**src/rtl/nor_bank_bist_ctrl.sv**
```systemverilog
// BIST sequencer for a bank of 2-input NOR gates behind a shared select mux.
// Walks every gate through {a,b}=00,01,10,11, checks ~(a|b), tallies and records failures.
module nor_bank_bist_ctrl #(
    parameter int NUM_GATES     = 4,
    parameter int SETTLE_CYCLES = 1
) (
    input  logic                                    clk,
    input  logic                                    rst,
    input  logic                                    start,
    input  logic                                    abort,
    input  logic                                    gate_out,
    output logic [((NUM_GATES > 1) ? $clog2(NUM_GATES) : 1)-1:0] gate_sel,
    output logic                                    vec_a,
    output logic                                    vec_b,
    output logic                                    busy,
    output logic                                    done,
    output logic                                    pass,
    output logic                                    fail_any,
    output logic [7:0]                              fail_count,
    output logic [((NUM_GATES > 1) ? $clog2(NUM_GATES) : 1)-1:0] first_fail_gate,
    output logic [1:0]                              first_fail_vec
);

    localparam int SEL_W = (NUM_GATES > 1) ? $clog2(NUM_GATES) : 1;
    localparam int CNT_W = (SETTLE_CYCLES > 1) ? $clog2(SETTLE_CYCLES) : 1;
    localparam logic [SEL_W-1:0] LAST_GATE   = SEL_W'(NUM_GATES - 1);
    localparam logic [CNT_W-1:0] SETTLE_LOAD = CNT_W'(SETTLE_CYCLES - 1);

    typedef enum logic [1:0] {IDLE, SETTLE, SAMPLE, DONE} state_t;

    state_t            state;
    state_t            state_next;
    logic [CNT_W-1:0]  settle_cnt;
    logic              mismatch;
    logic              sample_hit;
    logic              last_step;
    logic [7:0]        count_next;

    // A sample only counts if the run is not being aborted in that same cycle.
    assign mismatch   = gate_out != ~(vec_a | vec_b);
    assign sample_hit = (state == SAMPLE) && !abort && mismatch;
    assign last_step  = vec_a && vec_b && (gate_sel == LAST_GATE);
    assign count_next = (sample_hit && fail_count != 8'hFF) ? fail_count + 8'd1 : fail_count;

    always_ff @(posedge clk) begin
        if (rst) begin
            state <= IDLE;
        end else begin
            state <= state_next;
        end
    end

    always_comb begin
        state_next = state;
        case (state)
            IDLE:    if (start) state_next = SETTLE;
            SETTLE:  begin
                if (abort)                 state_next = IDLE;
                else if (settle_cnt == '0) state_next = SAMPLE;
            end
            SAMPLE:  begin
                if (abort)          state_next = IDLE;
                else if (last_step) state_next = DONE;
                else                state_next = SETTLE;
            end
            DONE:    state_next = IDLE;
            default: state_next = IDLE;
        endcase
    end

    always_comb begin
        busy = (state == SETTLE) || (state == SAMPLE);
        done = (state == DONE);
    end

    always_ff @(posedge clk) begin
        if (rst) begin
            gate_sel        <= '0;
            vec_a           <= 1'b0;
            vec_b           <= 1'b0;
            settle_cnt      <= '0;
            pass            <= 1'b0;
            fail_any        <= 1'b0;
            fail_count      <= 8'd0;
            first_fail_gate <= '0;
            first_fail_vec  <= 2'b00;
        end else begin
            case (state)
                IDLE: begin
                    if (start) begin
                        gate_sel        <= '0;
                        vec_a           <= 1'b0;
                        vec_b           <= 1'b0;
                        settle_cnt      <= SETTLE_LOAD;
                        pass            <= 1'b0;
                        fail_any        <= 1'b0;
                        fail_count      <= 8'd0;
                        first_fail_gate <= '0;
                        first_fail_vec  <= 2'b00;
                    end
                end
                SETTLE: begin
                    if (abort) begin
                        gate_sel <= '0;
                        vec_a    <= 1'b0;
                        vec_b    <= 1'b0;
                        pass     <= 1'b0;
                    end else if (settle_cnt != '0) begin
                        settle_cnt <= settle_cnt - CNT_W'(1);
                    end
                end
                SAMPLE: begin
                    if (abort) begin
                        gate_sel <= '0;
                        vec_a    <= 1'b0;
                        vec_b    <= 1'b0;
                        pass     <= 1'b0;
                    end else begin
                        fail_count <= count_next;
                        if (sample_hit && !fail_any) begin
                            fail_any        <= 1'b1;
                            first_fail_gate <= gate_sel;
                            first_fail_vec  <= {vec_a, vec_b};
                        end
                        settle_cnt <= SETTLE_LOAD;
                        // The last gate holds its index once finished; otherwise advance.
                        {vec_a, vec_b} <= {vec_a, vec_b} + 2'b01;
                        if (vec_a && vec_b && gate_sel != LAST_GATE) begin
                            gate_sel <= gate_sel + SEL_W'(1);
                        end
                        if (last_step) begin
                            pass <= (count_next == 8'd0);
                        end
                    end
                end
                default: ;
            endcase
        end
    end

endmodule

```
**config.mk**
```make
export PLATFORM = sky130hd
export DESIGN_NAME = nor_bank_bist_ctrl
export DESIGN_NICKNAME = d
export VERILOG_FILES = /design/src/rtl/nor_bank_bist_ctrl.sv
export SDC_FILE = /design/constraint.sdc
export NUM_CORES = 1
export LEC_CHECK = 0
export CORE_ASPECT_RATIO = 1.4
export CORE_MARGIN = 1.5
export CORE_UTILIZATION = 50
export DETAILED_ROUTE_END_ITERATION = 12
export PLACE_DENSITY = 0.8
export SYNTH_ARGS = -nofsm -noshare
export SYNTH_HDL_FRONTEND = slang
export SYNTH_SLANG_ARGS = --single-unit
```
**constraint.sdc**
```tcl
create_clock -name clk -period 2.2 [get_ports clk]
set_input_delay 0.55 -clock clk [delete_from_list [all_inputs] [get_ports clk]]
set_output_delay 0.55 -clock clk [all_outputs]
set_load 0.01 [all_outputs]
```
* Word level (Yosys, flattened, before mapping) *
Index checks and enable logic that the tools add are counted.

storage, ports and cells
  register bits after elaboration = 21
  input port bits = 5
  word-level logic and storage cells = 89

operators by class
  add/subtract/negate cells = 4
  eq/ne operators = 15
  multiplexer cells = 37
  bitwise operators = 2
  reduce and logical (&&, ||, !) cells = 21

operators by type and width
  kind                 number
  $mux 2               13
  $mux 8               3
  $pmux 8 s2           1
  $reduce_and 4->1     4
  $pmux 1 s3           4
  $mux 1               11
  $ne 2x2->1 const B   5
  $add 8x1->8 const B  1
  $logic_not 8->1      1
  $ne 8x8->1 const B   1
  $pmux 2 s2           2
  $pmux 2 s4           1
  $logic_and 1x1->1    7
  $eq 2x2->1 const B   3
  $ne 3x3->1 const B   2
  $pmux 2 s3           1
  $reduce_and 3->1     2
  $add 2x1->2 const B  2
  $ne 3x2->1 const B   1
  $reduce_bool 3->1    1
  $eq 2x1->1 const B   1
  $logic_not 1->1      2
  $logic_not 2->1      1
  $ne 2x1->1 const B   1
  other kinds (8)      8

* Longest topological paths before layout *
Gate-level depths: netlist (run 1).

  depth in word-level cells = 10
  depth in mapped cells = 9
  mapped depth without buffers = 8

* Worst setup path after synthesis (run 1) *
OpenSTA, ideal clock, no wires.

  path kind = register to register
  from = reg fail_count[0]
  to = reg pass
  library setup time = 0.096 ns
  data arrival time = 1.868 ns
  data required time = 2.104 ns
  slack = 0.236 ns
  cell stages (with the launch flop) = 8
  path buffers = 0
  clock period less this slack = 1.964 ns
  cells stage by stage = dfxtp_1 ha_1 nand3_1 nor2_1 a31oi_4 mux2i_1 o22a_1 o41ai_2

between the ends
  cells in the longest elaborated chain, start to end = 7
  elaborated cells on any way between the ends = 8
  those cells by class = 1 x add/sub; 1 x eq/ne; 4 x mux; 2 x reduce/logical

ends and longest elaborated chain
  what                                                                 RTL line  source
  from (decl)                                                          19        output logic [7:0] fail_count,
  from (signal assigned)                                               119       fail_count <= count_next;
  parallel branches: the longest is 2 deep, another holds $add 8x1->8  --
  $mux 8 (*)                                                           43        assign count_next = (sample_hit && fail_count != 8'hFF) ? fail_count + 8'd1 : fail_count;
  $logic_not 8->1 (*)                                                  132       pass <= (count_next == 8'd0);
  $mux 1 (*)                                                           131       if (last_step) begin
  $mux 1 (*)                                                           113       if (abort) begin
  $pmux 1 s3 (*)                                                       88        case (state)
  to (signal assigned)                                                 132
  to (decl)                                                            17        output logic pass,

Mark *: on every way between the ends. The select of a mux whose other input is x is not followed.
A chain may end at the register's enable or synchronous reset.

* Worst setup path in the final report (run 1) *
  from = reg state[0]
  to = out busy

between the ends
  cells in the longest elaborated chain, start to end = 2
  elaborated cells on any way between the ends = 3
  those cells by class = 2 x eq/ne; 1 x reduce/logical

ends and longest elaborated chain
  what                                      RTL line  source
  from (decl)                               31        state_t state;
  from (signal assigned)                    49        state <= state_next;
  $eq 2x1->1 or $eq 2x2->1 (tied branches)  72        busy = (state == SETTLE) || (state == SAMPLE);
  $logic_or 1x1->1 (*)                      72
  to (decl)                                 15        output logic busy,

Every way passes the cells marked *; elsewhere a longest branch is shown, timed or not.

==> qor.yml, run 1 <==
run_status:
  status: "finished clean"
place:
  hpwl_um: 2380
  place_congestion: 0.879
  placed_area_um2: 1550
  dp.cells: 205
  io_buffers: 24
yosys:
  netlist_area_um2: 1190
  synth.distinct_cells: 35
  syn-mean-instance-area_um2: 7.93
  synth_edf_count: 0
  synth_nets: 163
  synth_flop_cell: "dfxtp_1"
  async_flop_share: 0
  syn_inst: 150
  yosysSeqAreaShare: 0.336
  synth_warnings: 0
  ys_ff_latch: 20
power_and_ir_drop:
  leakagePower_nw: 0.607
  p_per_area_nw_per_um2: 430
  ir_drop_mv: 0.307
timing:
  hold_viol: 0
  slew_headroom: 0.625
  fmax_mhz: 470
  tightest_slew_ns: 0.558
  setup_violations: 0
  post-route-period-util: 0.967
  fin_crit_ns: 2.13
  skew_ns: 0.00933
  finalSetupTns_ns: 0
  slew_violations: 0
job:
  drv_cap: 0
clock_network:
  cts.root.buffer_cell: "clkbuf_4"
  hold_buffers: 0
  cts_buffers: 3
  cts_tree: "built"
  cts_sinks: 20
  cts.clk_slew.worst_paths_ns: 0.12
  cts_setup_buffers: 0
  cts_max_level: 1
  clk_latency_ns: 0.31
  clockBufferDepth: 2
critical_path:
  cp_data_arrival_time_ns: 1.58
  path_class: "flip-flop to primary output"
  end_kind: "primary output"
  path_max_fanout: 4
  crit_start: "state[0]"
  startpoint_type: "flip-flop"
  r2r-start: "state[0]"
  worstPathRequired_ns: 1.65
  reg2regPathDepth: 7
  reg2reg_slack_ns: 0.13
  r2r-end: "pass"
drt:
  drt_iter0_markers: 32
  totalWireLength_um: 3200
  wire_per_inst_um: 15.3
  detail_route.first_pass.iterations: 4
  vias_per_cell: 5.85
  vias: 1223
  drc: 0
  final_antenna_net_count: 0
final_layout:
  final_cell_area_um2: 1610
  instances_no_fill: 209
  multi_input_area_um2: 762
  nets: 201
  area_growth_pct: 35.1
  drive_gt1_frac: 0.160
  fin_util: 0.730
  final-seq-area_um2: 405
  fill_cells: 173
  n_antenna_cell: 0
global_routing:
  grt_pass1_wl_um: 5240
  antenna_found_initial: 0
  grt.total_usage: 0.262
  grt_start_max_net_pins: 21
  grt_pass1_vias: 1204
  grt_overflow: 0
floorplan:
  die_h_um: 60.7
  start_util: 0.540
  fp.dieW_um: 44.2
  pin_count: 25
  die-area_um2: 2690
  core-area_um2: 2200
  num_rows: 20
worst_hold_path:
  holdPathEnd: "vec_a"
  hold_start: "vec_a"
  hold_depth: 2
  hp-class: "flip-flop to flip-flop"
[worst max-delay path, cell delays in order (launching register included)]
cell	delay (ns)
dfxtp_2	0.38
inv_1	0.08
ha_1	0.28
clkdlybuf4s50_1	0.52
[cells in the final DEF (no fill, tap or decap), drive strengths merged, types with 2 or more instances in the layout]
master / n
nor2: 24
clkdlybuf4s50: 24
dfxtp: 20
a21oi: 14
nand2: 13
buf: 13
o21ai: 11
ha: 8
inv: 7
a22oi: 6
and2: 4
a41oi: 4
nand2b: 4
clkbuf: 4
nand3: 3
or3: 3
nand3b: 3
nor3: 3
a211oi: 2
mux2i: 2
nor4: 2
[kinds of logic (layout without fill, tap and decap cells)]
family / Yosys count / count (layout) / share of synthesized area
AND/OR/NAND/NOR: 64 / 64 / 0.265
buffers and inverters: 11 / 48 / 0.0358
multiplexers: 3 / 3 / 0.0263
adder cells (fa/ha/maj): 8 / 8 / 0.0841
XOR/XNOR: 1 / 1 / 0.00736
AO/OA/AOI/OAI: 43 / 43 / 0.245
flip-flops: 20 / 20 / 0.336
[where the power goes]
group          leakage [nW]  internal, mW  switching [mW]  total [mW]
Clock                0.0210         0.101           0.120       0.221
Combinational         0.423        0.0401          0.0606       0.101
Sequential            0.163         0.366         0.00366       0.369
Total                 0.607         0.507           0.184       0.691
[stage by stage]
| step | setup slack [ns] | hold slack [ns] | total power [mW] |
|---|---|---|---|
| after floorplan | 0.236 | 0.516 | 0.440 |
| after global placement | -0.207 | 0.483 | 0.473 |
| after detailed placement | -0.255 | 0.492 | 0.476 |
| after CTS | 0.0227 | 0.526 | 0.692 |
| after global routing | -0.0100 | 0.517 | 0.718 |
| final | 0.0725 | 0.496 | 0.691 |
[synth_stat cells (all sizes together), types with 3 or more instances]
| library cell | instances | area share |
|---|---|---|
| o21ai | 11 | 0.046 |
| nor2 | 24 | 0.076 |
| nand2 | 13 | 0.041 |
| nor3 | 3 | 0.013 |
| nand2b | 4 | 0.027 |
| dfxtp | 20 | 0.34 |
| clkbuf | 3 | 0.0095 |
| nand3b | 3 | 0.019 |
| nand3 | 3 | 0.013 |
| or3 | 3 | 0.016 |
| a22oi | 6 | 0.038 |
| inv | 7 | 0.022 |
| ha | 8 | 0.084 |
| and2 | 4 | 0.021 |
| a41oi | 4 | 0.029 |
| a21oi | 14 | 0.059 |
[repair_timing]
item                                   CTS  global route
gates resized for setup                  0             8
endpoints found under the hold margin    0             0
setup endpoints to repair                0             3
[routing by layer]
metal	GRT usage	wire [µm]
met1	0.277	1280
met3	0.0357	117
met5	0	0
met4	0.160	85
met2	0.483	1720
[registers in the layout, summed over array words and instances (netlist names)]
signal,cells
fail_any,1
vec_b,1
first_fail_gate,2
fail_count,8
pass,1
gate_sel,2
vec_a,1
state,2
first_fail_vec,2
[worst max-delay path by stage]
stage                 to  slack (ns)  cells past startpoint
global route        pass       -0.01                      8
floorplan           pass        0.24                      7
CTS                 busy        0.02                      3
detailed placement  pass       -0.25                      6
finish              busy        0.07                      3
global placement    pass       -0.21                      8
[layout make-up]
type                            instances  area share
Sequential cell                        20       0.252
Tap cell                               22      0.0171
Inverter                                7      0.0163
Clock buffer                            4      0.0226
Timing Repair Buffer                   37       0.218
Multi-Input combinational cell        119       0.474
No activity file was read; power rests on OpenSTA's default activity.
==> run 2: changes to the inputs <==
- MAX_ROUTING_LAYER: not set -> met4
- PLACE_DENSITY: 0.8 -> not set
- PLACE_DENSITY_LB_ADDON: not set -> 0.12
==> qor.yml, run 2 (synthesis gave the netlist of run 1 again) <==
run_status:
  status: "finished clean"
final_layout:
  n_antenna_cell: 0
  largest_reg_flops: 8
  final_cell_area_um2: 1600
  fin_util: 0.727
  fill_cells: 183
  largest_register: "fail_count"
  drive_gt1_frac: 0.143
  nets: 203
  most-common-layout-cells: "nor2_1 (24), clkdlybuf4s50_1 (24), dfxtp_1 (20)"
  area_growth_pct: 34.5
timing:
  tightest_slew_ns: 0.573
  setup_violations: 0
  hold_viol: 0
  slew_violations: 0
  fmax_mhz: 467
  slew_headroom: 0.615
  fin_crit_ns: 2.14
  post-route-period-util: 0.972
  skew_ns: 0.00384
drt:
  drt_iter0_markers: 39
  detail_route.first_pass.iterations: 4
  drc: 0
  vias: 1252
  wire_per_inst_um: 14.3
  totalWireLength_um: 3020
  final_antenna_net_count: 0
  vias_per_cell: 5.93
clock_network:
  cts_buffers: 3
  cts_setup_buffers: 0
  clockBufferDepth: 2
  cts.root.buffer_cell: "clkbuf_4"
  cts_tree: "built"
  cts_max_level: 1
  clk_latency_ns: 0.31
  cts_sinks: 20
  cts.clk_slew.worst_paths_ns: 0.12
worst_hold_path:
  hp-class: "flip-flop to flip-flop"
  hold_depth: 2
  hold_start: "first_fail_vec[0]"
  holdPathEnd: "first_fail_vec[0]"
power_and_ir_drop:
  p_per_area_nw_per_um2: 432
  ir_drop_mv: 0.462
  leakagePower_nw: 0.611
global_routing:
  grt.total_usage: 0.258
  grt_pass1_vias: 1249
  grt_start_max_net_pins: 21
  grt_overflow: 0
  grt_pass1_wl_um: 5080
  antenna_found_initial: 0
floorplan:
  die-area_um2: 2690
  core-area_um2: 2200
  pin_count: 25
  fp.dieW_um: 44.2
  die_h_um: 60.7
  num_rows: 20
  start_util: 0.540
place:
  placed_area_um2: 1550
  place_congestion: 0.914
  io_buffers: 24
  hpwl_um: 2370
critical_path:
  reg2regPathDepth: 7
  path_max_fanout: 4
  reg2reg_slack_ns: 0.19
  worstPathRequired_ns: 1.65
  startpoint_type: "flip-flop"
  end_kind: "primary output"
  r2r-start: "state[0]"
  path_class: "flip-flop to primary output"
  r2r-end: "pass"
  cp_data_arrival_time_ns: 1.59
job:
  drv_cap: 0
==> run 2: cell types whose count changed in the layout (fill, tap and decap cells not counted), sizes merged <==
cell	change
buf	+2
==> run 2: layout make-up <==
type	instances	area (µm²)	area share
Multi-Input combinational cell	119	757	0.473
Tap cell	22	27.5	0.0172
Clock buffer	4	36.3	0.0227
Sequential cell	20	400	0.250
Timing Repair Buffer	39	353	0.220
Inverter	7	26.3	0.0164
==> run 2: how the worst max path moves through the flow <==
stage | startpoint | to
after floorplan | fail_count[0] | pass
after global placement | abort | pass
after detailed placement | abort | pass
after CTS | state[0] | busy
after global routing | abort | pass
final | state[0] | busy
==> run 2: per-layer routing <==
metal,up-vias,share of wire,global-route usage,routed length (µm)
met4,0,0.034,0.117,102
met1,595,0.39,0.256,1160
met5,-,0,-,0
met2,26,0.55,0.489,1670
li1,620,-,-,-
met3,11,0.028,0.0298,85
==> run 2: power breakdown <==
group / switching (mW) / leakage (nW) / internal, mW / total (mW)
Sequential: 0.00307 / 0.161 / 0.365 / 0.368
Combinational: 0.0611 / 0.429 / 0.0400 / 0.101
Clock: 0.121 / 0.0210 / 0.101 / 0.222
Total: 0.185 / 0.611 / 0.506 / 0.692
==> run 2: worst max-delay path, cell delays in order (launching register included) <==
cell and delay, ns:
dfxtp_1 0.40, inv_1 0.09, ha_1 0.28, clkdlybuf4s50_1 0.52
==> run 2: metrics by stage <==
| stage | setup WS (ns) | setup TNS (ns) | hold WS (ns) | cells | power [mW] |
|---|---|---|---|---|---|
| after floorplan | 0.236 | 0 | 0.516 | 150 | 0.440 |
| after global placement | -0.174 | -0.397 | 0.483 | 207 | 0.472 |
| after detailed placement | -0.218 | -0.660 | 0.500 | 207 | 0.476 |
| after CTS | 0.0599 | 0 | 0.529 | 211 | 0.692 |
| after global routing | -0.0102 | -0.0102 | 0.554 | 211 | 0.717 |
| final | 0.0609 | 0 | 0.516 | 211 | 0.692 |
==> run 2: what timing repair did <==
| action | CTS | global route |
|---|---|---|
| resized for setup | 0 | 3 |
| endpoints found under the hold margin | 0 | 0 |
| endpoints found under the setup margin | 0 | 1 |
| hold buffers | 0 | 0 |
==> run 3: changes to the inputs <==
- CAP_MARGIN: not set -> 40
- GPL_ROUTABILITY_DRIVEN: not set -> 0
- PLACE_DENSITY: not set -> 0.78
- PLACE_DENSITY_LB_ADDON: 0.12 -> not set
==> qor.yml, run 3 (synthesis gave the netlist of run 1 again) <==
timing:
  skew_ns: 0.000986
  tightest_slew_ns: 0.579
  setup_violations: 0
  hold_viol: 0
  rsz0062_at_grt: "false"
  finalSetupTns_ns: 0
  slew_violations: 0
  post-route-period-util: 0.982
  slew_headroom: 0.611
  fmax_mhz: 463
  hold_ws_ns: 0.528
  fin_crit_ns: 2.16
drt:
  drc: 0
  wire_per_inst_um: 15.0
  drt_iter0_markers: 32
  final_antenna_net_count: 0
  totalWireLength_um: 3140
  vias: 1228
  detail_route.first_pass.iterations: 4
  vias_per_cell: 5.88
clock_network:
  clk_latency_ns: 0.31
  cts_sinks: 20
  clockBufferDepth: 2
  cts.clk_slew.worst_paths_ns: 0.11
  cts_tree: "built"
  hold_buffers: 0
  cts.root.buffer_cell: "clkbuf_4"
  cts_max_level: 1
  cts_buffers: 3
global_routing:
  grt_pass1_vias: 1199
  grt_start_max_net_pins: 21
  grt.total_usage: 0.268
  grt_pass1_wl_um: 5130
  grt_overflow: 0
  antenna_found_initial: 0
power_and_ir_drop:
  p_per_area_nw_per_um2: 435
  leakagePower_nw: 0.610
  finalPower_mw: 0.692
  ir_drop_mv: 0.405
place:
  io_buffers: 24
  hpwl_um: 2400
  dp.cells: 205
worst_hold_path:
  holdPathEnd: "first_fail_gate[0]"
  hold_depth: 2
  hold_start: "first_fail_gate[0]"
  hp-class: "flip-flop to flip-flop"
floorplan:
  fp.dieW_um: 44.2
  num_rows: 20
  start_util: 0.540
  pin_count: 25
  die-area_um2: 2690
  die_h_um: 60.7
  core-area_um2: 2200
critical_path:
  startpoint_type: "flip-flop"
  reg2reg_slack_ns: 0.11
  reg2regPathDepth: 9
  cp_data_arrival_time_ns: 1.61
  worstPathRequired_ns: 1.65
  end_kind: "primary output"
  path_class: "flip-flop to primary output"
  r2r-start: "state[0]"
  path_max_fanout: 4
  r2r-end: "pass"
final_layout:
  nets: 201
  most-common-layout-cells: "nor2_1 (24), clkdlybuf4s50_1 (24), dfxtp_1 (18)"
  instances_no_fill: 209
  n_antenna_cell: 0
  fin_util: 0.723
  area_growth_pct: 33.9
  largest_reg_flops: 8
  largest_register: "fail_count"
  fill_cells: 179
  drive_gt1_frac: 0.144
job:
  drv_cap: 0
run_status:
  status: "finished clean"
[run 3: changes by cell type in the layout (fill, tap and decap cells not counted)]
| cell | previous run | this run |
|---|---|---|
| ha_1 | 7 | 8 |
| dfxtp_2 | 0 | 2 |
| xnor2_1 | 1 | 0 |
| buf_4 | 15 | 13 |
| dfxtp_1 | 20 | 18 |
| xnor2_2 | 0 | 1 |
| ha_2 | 1 | 0 |
[run 3: where the power goes]
part	switching [mW]	total (mW)	internal, mW
Combinational	0.0625	0.103	0.0406
Sequential	0.00352	0.369	0.365
Clock	0.119	0.221	0.101
Total	0.186	0.692	0.507
[run 3: how the worst max path moves through the flow]
stage | to | slack, ns | start | depth (start not counted)
6_report | busy | 0.04 | state[0] | 3
5_1_grt | busy | 0.003 | state[0] | 3
4_1_cts | pass | 0.03 | gate_out | 8
3_5_place_dp | pass | -0.29 | gate_out | 8
3_3_place_gp | pass | -0.17 | abort | 6
2_1_floorplan | pass | 0.24 | fail_count[0] | 7
[run 3: per-layer routing]
layer	global-route usage	part of all wire
met1	0.263	0.39
met2	0.515	0.55
met3	0.0327	0.039
met4	0.113	0.019
met5	-	0
[run 3: cell type report]
type | instances | area (µm²) | share of cell area
inverter | 7 | 26.3 | 0.0165
multi-input combinational | 119 | 762 | 0.478
clock buffer | 4 | 36.3 | 0.0228
tap | 22 | 27.5 | 0.0173
sequential | 20 | 403 | 0.253
timing repair buffer | 37 | 338 | 0.212
[run 3: stage by stage]
stage | cell area (µm²) | setup WS, ns
global route | 1590 | 0.00333
CTS | 1580 | 0.0287
finish | 1590 | 0.0392
global placement | 1540 | -0.168
floorplan | 1190 | 0.236
detailed placement | 1540 | -0.287
[run 3: worst max-delay path, cell delays in order (launching register included)]
cell	delay [ns]
dfxtp_1	0.41
inv_1	0.08
ha_1	0.28
clkdlybuf4s50_1	0.52
[run 3: repair_timing]
item | in CTS | in global routing
setup endpoints to repair | 0 | 3
endpoints found under the hold margin | 0 | 0
buffers inserted | 0 | 0
resized for setup | 0 | 5
